## src/rtl/ramb_arb_pkg.sv

```systemverilog
// Shared definitions for the RAMB4 port-B arbiter: FSM encoding and
// default port-B geometry of a RAMB4_S4 (1024 x 4).
package ramb_arb_pkg;

    typedef enum logic {
        ARB   = 1'b0,
        CLEAR = 1'b1
    } arb_state_t;

    localparam int RAMB4_S4_ADDR_W = 10;
    localparam int RAMB4_S4_DATA_W = 4;

endpackage

```

## src/rtl/ramb_rr_arb2.sv

```systemverilog
// Two-way round-robin grant logic. The pointer remembers the last winner
// and only moves when a grant is actually issued.
module ramb_rr_arb2 (
    input  logic CLK,
    input  logic RST,
    input  logic valid0,
    input  logic valid1,
    input  logic enable,
    output logic gnt0,
    output logic gnt1
);

    // 1 = requester 1 won last, so requester 0 takes the first tie.
    logic last1;

    assign gnt0 = enable & valid0 & (~valid1 | last1);
    assign gnt1 = enable & valid1 & (~valid0 | ~last1);

    always_ff @(posedge CLK or posedge RST) begin
        if (RST)
            last1 <= 1'b1;
        else if (gnt0)
            last1 <= 1'b0;
        else if (gnt1)
            last1 <= 1'b1;
    end

endmodule

```

## src/rtl/ramb4_portb_arbiter.sv

```systemverilog
// Round-robin sharing of RAMB4 port B between two clients, with a full-RAM
// clear sweep. Define RAMB_ARB_STATS_EN to add saturating grant counters.
module ramb4_portb_arbiter
    import ramb_arb_pkg::*;
#(
    parameter int                ADDR_W    = RAMB4_S4_ADDR_W,
    parameter int                DATA_W    = RAMB4_S4_DATA_W,
    parameter logic [DATA_W-1:0] CLR_VALUE = '0
`ifdef RAMB_ARB_STATS_EN
    , parameter int              CNT_W     = 16
`endif
) (
    input  logic              CLK,
    input  logic              RST,
    input  logic              REQ0_VALID,
    output logic              REQ0_READY,
    input  logic              REQ0_WE,
    input  logic [ADDR_W-1:0] REQ0_ADDR,
    input  logic [DATA_W-1:0] REQ0_WDATA,
    input  logic              REQ1_VALID,
    output logic              REQ1_READY,
    input  logic              REQ1_WE,
    input  logic [ADDR_W-1:0] REQ1_ADDR,
    input  logic [DATA_W-1:0] REQ1_WDATA,
    output logic              RVALID,
    output logic              RID,
    output logic [DATA_W-1:0] RDATA,
    input  logic              CLR_START,
    output logic              CLR_BUSY,
    output logic              CLR_DONE,
    output logic              RAM_EN,
    output logic              RAM_WE,
    output logic              RAM_RST,
    output logic [ADDR_W-1:0] RAM_ADDR,
    output logic [DATA_W-1:0] RAM_DI,
    input  logic [DATA_W-1:0] RAM_DO
`ifdef RAMB_ARB_STATS_EN
    , output logic [CNT_W-1:0] GNT_CNT0
    , output logic [CNT_W-1:0] GNT_CNT1
`endif
);

    arb_state_t        state, state_nxt;
    logic [ADDR_W-1:0] clr_cnt, clr_cnt_nxt;
    logic              arb_en, gnt0, gnt1, clr_last;

    assign arb_en   = ~RST & (state == ARB) & ~CLR_START;
    assign clr_last = (state == CLEAR) && (clr_cnt == '1);

    ramb_rr_arb2 u_rr (
        .CLK    (CLK),
        .RST    (RST),
        .valid0 (REQ0_VALID),
        .valid1 (REQ1_VALID),
        .enable (arb_en),
        .gnt0   (gnt0),
        .gnt1   (gnt1)
    );

    assign REQ0_READY = gnt0;
    assign REQ1_READY = gnt1;
    assign RDATA      = RAM_DO;
    assign RAM_RST    = 1'b0;
    assign CLR_BUSY   = (state == CLEAR);

    always_ff @(posedge CLK or posedge RST) begin
        if (RST) begin
            state   <= ARB;
            clr_cnt <= '0;
        end else begin
            state   <= state_nxt;
            clr_cnt <= clr_cnt_nxt;
        end
    end

    always_comb begin
        state_nxt   = state;
        clr_cnt_nxt = clr_cnt;
        RAM_EN      = 1'b0;
        RAM_WE      = 1'b0;
        RAM_ADDR    = '0;
        RAM_DI      = '0;
        case (state)
            ARB: begin
                if (CLR_START && !RST) begin
                    state_nxt   = CLEAR;
                    clr_cnt_nxt = '0;
                end else if (gnt0) begin
                    RAM_EN   = 1'b1;
                    RAM_WE   = REQ0_WE;
                    RAM_ADDR = REQ0_ADDR;
                    RAM_DI   = REQ0_WDATA;
                end else if (gnt1) begin
                    RAM_EN   = 1'b1;
                    RAM_WE   = REQ1_WE;
                    RAM_ADDR = REQ1_ADDR;
                    RAM_DI   = REQ1_WDATA;
                end
            end
            CLEAR: begin
                RAM_EN      = 1'b1;
                RAM_WE      = 1'b1;
                RAM_ADDR    = clr_cnt;
                RAM_DI      = CLR_VALUE;
                clr_cnt_nxt = clr_cnt + 1'b1;
                // Leaving CLEAR on the top address is what stops a second pass.
                if (clr_cnt == '1)
                    state_nxt = ARB;
            end
            default: state_nxt = ARB;
        endcase
    end

    // The RAM registers DOB on the grant edge, so the tag lines up one cycle later.
    always_ff @(posedge CLK or posedge RST) begin
        if (RST) begin
            RVALID   <= 1'b0;
            RID      <= 1'b0;
            CLR_DONE <= 1'b0;
        end else begin
            RVALID   <= (gnt0 & ~REQ0_WE) | (gnt1 & ~REQ1_WE);
            RID      <= gnt1;
            CLR_DONE <= clr_last;
        end
    end

`ifdef RAMB_ARB_STATS_EN
    always_ff @(posedge CLK or posedge RST) begin
        if (RST) begin
            GNT_CNT0 <= '0;
            GNT_CNT1 <= '0;
        end else begin
            if (gnt0 && GNT_CNT0 != '1)
                GNT_CNT0 <= GNT_CNT0 + 1'b1;
            if (gnt1 && GNT_CNT1 != '1)
                GNT_CNT1 <= GNT_CNT1 + 1'b1;
        end
    end
`endif

endmodule

```

## config.mk

```make
export PLATFORM = sky130hd
export DESIGN_NAME = ramb4_portb_arbiter
export DESIGN_NICKNAME = d
export VERILOG_FILES = /design/src/rtl/ramb_arb_pkg.sv /design/src/rtl/ramb_rr_arb2.sv /design/src/rtl/ramb4_portb_arbiter.sv
export SDC_FILE = /design/constraint.sdc
export NUM_CORES = 1
export LEC_CHECK = 0
export BUFFER_PORTS_ARGS = -buffer_cell sky130_fd_sc_hd__buf_2
export CAP_MARGIN = 20
export CORE_ASPECT_RATIO = 0.6
export CORE_MARGIN = 3
export CORE_UTILIZATION = 40
export CTS_CLUSTER_SIZE = 30
export DETAILED_ROUTE_END_ITERATION = 8
export HOLD_SLACK_MARGIN = 0.02
export PLACE_DENSITY = 0.76
export SKIP_LAST_GASP = 1
export SLEW_MARGIN = 20
export SYNTH_ARGS = -nofsm -noshare
export SYNTH_HDL_FRONTEND = slang
export SYNTH_SLANG_ARGS = --single-unit
```

## constraint.sdc

```tcl
create_clock -name CLK -period 2.1 [get_ports CLK]
set_clock_uncertainty 0.2 [all_clocks]
set_input_delay 0.315 -clock CLK [delete_from_list [all_inputs] [get_ports CLK]]
set_output_delay 0.315 -clock CLK [all_outputs]
set_load 0.05 [all_outputs]
```

* Yosys cells after proc, flatten, opt, wreduce, memory -nomap -nowiden
Index checks and enable logic that the tools add are counted.
** Word-level totals
- Register bits :: 15
- Latch bits :: 0
- RAM bits :: 0
- Memory bits (read-only) :: 0
- Input bits :: 39
- Output and inout port bits :: 27
- Word-level logic and storage cells :: 55
- Memories :: 0
** Operators by class
- $add $sub $neg :: 1
- Multipliers :: 0
- Divide/modulo/power cells :: 0
- Order comparisons :: 0
- Equality and inequality tests :: 2
- Shift-type cells :: 0
- Muxes and demuxes :: 23
- Bitwise gates (word level) :: 19
- Reductions and logical operators :: 4
** Operators with widths (number)
- two-way mux 10 bit :: 4
- case mux 10 bit (2 select lines) :: 2
- two-way mux 4 bit :: 3
- adder 10 x 1 -> 10 bit (second input constant) :: 1
- equality test 10 bit (second input constant) :: 1
- two-way mux 1 bit :: 10
- bitwise AND 1 bit :: 8
- NOT 1 bit :: 8
- case mux 4 bit (2 select lines) :: 1
- case mux 1 bit (2 select lines) :: 3
- OR 1 bit :: 3
- logical AND 1 bit :: 2
- != test 2 x 1 -> 1 bit (second input constant) :: 1
- nonzero test 2 bit :: 1
- logical NOT 1 bit :: 1

* Depth between registers and ports, before layout
- Depth after elaboration :: 9
- Gate-level depth with buffers :: 5
- Gate-level depth less buffers :: 4

* Hierarchy
From an unflattened synthesis, not the netlist that was laid out.
** Second synthesis, totals
- Cell total of the unflattened synthesis :: 123
- Area, all modules :: 1057.3 um^2
** Modules (own cells, without submodules)
- ramb4_portb_arbiter :: instances 1, cells an instance 114, area each 991.0 um^2, seq. area each 350.3 um^2
- ramb_rr_arb2 :: instances 1, cells an instance 9, area each 66.3 um^2, seq. area each 26.3 um^2

* Least setup slack after synthesis
No wires, ideal clock.
- Path kind :: register to output
- Start point :: register state (netlist: CLR_BUSY)
- End point :: output RAM_ADDR[4]
- Arrival time :: 1739 ps
- Required time :: 1585 ps
- Slack :: -154 ps
- Stages on the path, launching flop included :: 6
- Path buffers :: 1
- Path through :: dfrtp_1 -> nor3_2 -> nand3_2 -> inv_4 -> buf_6 -> a221o_1
** On the way
- Elaborated cells between the ends (all ways) :: 11
- Classes of those cells :: mux (4); bitwise (7)
** RTL lines
- from (decl) :: RTL line ramb4_portb_arbiter.sv:43 : arb_state_t state, state_nxt;
- from (signal assigned) :: RTL line ramb4_portb_arbiter.sv:71 : state <= state_nxt;
- NOT 1 bit
- bitwise AND 1 bit (2 in a row) :: RTL line ramb4_portb_arbiter.sv:47 : assign arb_en = ~RST & (state == ARB) & ~CLR_START;
- bitwise AND 1 bit (2 in a row) :: RTL line ramb_rr_arb2.sv:16 : assign gnt0 = enable & valid0 & (~valid1 | last1);
- named net REQ0_READY :: RTL line ramb4_portb_arbiter.sv:16 : output logic REQ0_READY,
- two-way mux 10 bit :: RTL line ramb4_portb_arbiter.sv:88 : end else if (gnt0) begin
- two-way mux 10 bit :: RTL line ramb4_portb_arbiter.sv:85 : if (CLR_START && !RST) begin
- case mux 10 bit (2 select lines) :: RTL line ramb4_portb_arbiter.sv:83 : case (state)
- to (decl) :: RTL line ramb4_portb_arbiter.sv:34 : output logic [ADDR_W-1:0] RAM_ADDR,
The timed path passes the listed nets, and every way through them passes these cells.

* Final worst setup path
- Start point :: register u_rr.last1
- End point :: output RAM_ADDR[5]
** On the way
- Longest elaborated chain between the ends :: 7
- Elaborated cells between the ends (all ways) :: 9
- Classes of those cells :: mux (4); bitwise (5)
** RTL lines
- from (decl) :: RTL line ramb_rr_arb2.sv:14 : logic last1;
- from (signal assigned) :: RTL line ramb_rr_arb2.sv:21 : last1 <= 1'b1;
- from (signal assigned) :: RTL line ramb_rr_arb2.sv:23 : last1 <= 1'b0;
- from (signal assigned) :: RTL line ramb_rr_arb2.sv:25 : last1 <= 1'b1;
- NOT 1 bit :: RTL line ramb_rr_arb2.sv:17 : assign gnt1 = enable & valid1 & (~valid0 | ~last1);
- OR 1 bit :: RTL line ramb_rr_arb2.sv:17
- bitwise AND 1 bit :: RTL line ramb_rr_arb2.sv:17
- two-way mux 10 bit :: RTL line ramb4_portb_arbiter.sv:93 : end else if (gnt1) begin
- two-way mux 10 bit (*) :: RTL line ramb4_portb_arbiter.sv:88
- two-way mux 10 bit (*) :: RTL line ramb4_portb_arbiter.sv:85
- case mux 10 bit (2 select lines) (*) :: RTL line ramb4_portb_arbiter.sv:83
Mark *: on every way between the ends. The rest lies on a longest branch, timed or not.

==> flow_summary_export.csv <==
group,metric,value,unit
critical_path,worstPathRequired,1.58,ns
critical_path,ff2ff_path_depth,4,
detailed_routing,routed_via_density,5.52,
pwr,p_switching,819,uW
detailed_routing,drt_wl_total,2770,um
finish,stdcell_count,183,
synth,ys_ff_latch,15,
clock_tree,clkTransAtPathRegs,0.06,ns
placement,hpwl,2190,um
finish,fill_cells,203,
detailed_routing,vias,1011,
clock_tree,cts.path.max_buffers,2,
clock_tree,post_cts_buffers,0,
timing,grt_setup_unrepaired,"yes",
synth,synth-seq-area-share,0.361,
synth,avgSynthCellArea,10.4,um^2
critical_path,timing.rr.end,"clr_cnt[5]",
timing,slew_viol_final,0,
critical_path,worstSetupEndpoint,"RAM_ADDR[5]",
timing,fmax,477,MHz
pwr,power_density,1200,nW/um^2
finish,fin_nets,194,
pwr,seqPwrFrac,0.304,
status,status,"complete, no violations",
global_routing,grt_pass1_wl,4530,um
pwr,p_sw_frac,0.475,
detailed_routing,drc,0,
timing,hold_viol_final,0,
critical_path,path_class,"reg -> out",
critical_path,path_buf_inv,2,
placement,placed_area,1310,um^2
timing,period_share,0.998,
floorplanning,die_area,3280,um^2
global_routing,antenna_found_initial,0,
critical_path,crit_family,"flip-flops",
floorplanning,initial_core_util,0.452,
timing,setup_viol,0,
placement,dp.cells,178,
timing,period_minus_slack,2.10,ns
placement,place.gp.congestion,0.749,
global_routing,grt.overflow.total,0,
synth,synth_area,1040,um^2
finish,postLayoutCoreUtil,0.620,
clock_tree,cts_tree,"yes",
floorplanning,design.core.area,2310,um^2
placement,post-place-ws,0.0672,ns
synth,synth-main-ff-cell,"dfrtp_1",
floorplanning,io_pins,66,
critical_path,start_kind,"flop",
pwr,power_frac_comb,0.563,
global_routing,grt_usage,0.181,
detailed_routing,drtPass1Iterations,4,
critical_path,cp_data_arrival_time,1.58,ns
synth,synth_warnings,0,
critical_path,cp-end-kind,"output port",
min_path,hp-start,"REQ0_WE",
clock_tree,clock-sinks,15,
pwr,p_clk_frac,0.133,
detailed_routing,drt_iter0_drc,32,
pwr,irDropWorstVdd,0.483,mV
critical_path,regToRegSetupSlack,0.30,ns
clock_tree,clk_latency,0.25,ns
finish,antennaDiodeCount,0,
clock_tree,cts_root_buffer,"clkbuf_8",
critical_path,crit_path_max_fanout,19,
finish,syn2layout_area_growth,37.3,%
floorplanning,rows,13,
floorplanning,fp.dieW,71.9,um
global_routing,grt_max_degree,23,
detailed_routing,drtAntennaViolNets,0,
critical_path,path_depth,5,
finish,drive_gt1_frac,0.556,
critical_path,cp-startpoint,"u_rr.last1",
critical_path,reg2reg_from,"CLR_BUSY",
global_routing,grt_pass1_vias,978,
timing,fin_ws,0.00372,ns
floorplanning,die_y,45.6,um
critical_path,cp_cell_sequence,"nand2_1 > nand3_2 > inv_6 > a221o_2 > buf_6",
synth,synth-edff-count,0,
run,maxCapViolations,0,
placement,portBuffers,56,
pwr,leakage,0.678,nW
detailed_routing,wire_per_inst,15.2,um
clock_tree,ctsHtreeMaxLevel,1,
finish,stdcell_area,1430,um^2
synth,synthCells,100,
synth,syn-num-nets,140,
critical_path,cp_slowest_stage_delay,0.53,ns
min_path,hold_path_class,"in -> reg",
critical_path,critical-path-slowest-cell,"dfstp_2",
clock_tree,cts_buffers,3,
pwr,p_int,906,uW
synth,synth_cell_type_count,39,
synth,async_reset_ff_frac,1.00,
## metrics by stage
stage                     hold WS (ns)  power, mW  setup TNS, ns
after global placement           0.176       1.37              0
after detailed placement         0.182       1.40              0
after CTS                       0.0482       1.73              0
after global routing            0.0640       1.84         -0.943
after floorplan                 0.0239       1.22              0
final                           0.0480       1.72              0
## area by class of cell
type / instances / area, um^2 / area share
well taps: 30 / 37.5 / 0.0262
multi-input cells: 69 / 576 / 0.402
clock buffers: 4 / 45.0 / 0.0314
inverters: 6 / 32.5 / 0.0227
flip-flops and latches: 15 / 378 / 0.264
repair buffers: 59 / 364 / 0.254
## flip-flops by register name, summed over array words and instances, names as in the netlist
register	count
CLR_BUSY	1
CLR_DONE	1
RVALID	1
RID	1
u_rr.last1	1
clr_cnt	10
## logic make-up after synthesis
logic type,Yosys count,share of synthesized area
multiplexers,2,0.0204
other,1,0.00359
adder cells (fa/ha/maj),1,0.0120
flip-flops,15,0.361
buffers and inverters,16,0.104
AND/OR/NAND/NOR,34,0.239
AO/OA/AOI/OAI,31,0.260
## worst min-delay path by stage
stage,to,cells past startpoint,slack [ns]
after CTS,RVALID,2,0.05
after global placement,clr_cnt[0],3,0.18
final,RVALID,2,0.05
after floorplan,CLR_DONE,1,0.02
after detailed placement,clr_cnt[1],3,0.18
after global routing,RVALID,2,0.06
## cell usage after synthesis (2+ instances only)
cell,instances,share of area
o311ai_1,2,0.017
buf_2,2,0.0096
and2_1,10,0.060
a22o_1,4,0.034
buf_4,5,0.036
inv_4,2,0.012
a221o_1,11,0.11
nand3_2,2,0.019
o41ai_1,2,0.017
o21ai_0,2,0.0096
nand2_1,7,0.025
o21ai_1,3,0.014
inv_1,4,0.014
buf_6,3,0.032
nand3_1,4,0.019
dfrtp_1,14,0.34
## layout by cell type, fill, tap and decap left out, drive strengths merged
master	count
or3b	1
buf	57
mux2i	1
nor2	1
dlygate4sd3	1
nor4	2
nand4	2
a221o	11
o41ai	3
conb	1
o211ai	1
a21o	1
dfrtp	14
inv	6
o311ai	3
nand2	8
or3	1
nand2b	1
ha	1
o22ai	1
dfstp	1
and2	10
a22o	4
a21oi	1
clkbuf	5
nor3	1
mux2	1
nand3	7
o21ai	5
o31ai	1
## metal layers
metal	share of wire	global-route usage	wire, um	up-vias
met5	0	0	0	-
met4	0.0097	0.0449	27	0
met2	0.48	0.327	1340	48
met1	0.41	0.214	1140	470
met3	0.096	0.0573	265	5
li1	-	-	-	488
## power by group through the flow
stage	sequential (mW)	clock, mW	combinational, mW
after floorplan	0.492	0	0.733
after global placement	0.518	0	0.850
after detailed placement	0.527	0	0.876
after CTS	0.522	0.234	0.977
after global routing	0.544	0.254	1.04
final	0.524	0.230	0.971
## repair_timing
| action | in CTS | in global routing |
|---|---|---|
| hold endpoints to repair | 14 | 0 |
| pin swaps | 1 | 0 |
| setup endpoints to repair | 16 | 17 |
| hold buffers | 1 | 0 |
| gates resized for setup | 22 | 2 |
## worst register-to-register path: stages (launching register included)
cell,delay (ns)
dfrtp_2,0.42
buf_4,0.21
or3b_1,0.54
o311ai_1,0.17
o41ai_1,0.13
Power figures use the tool's default switching activity.
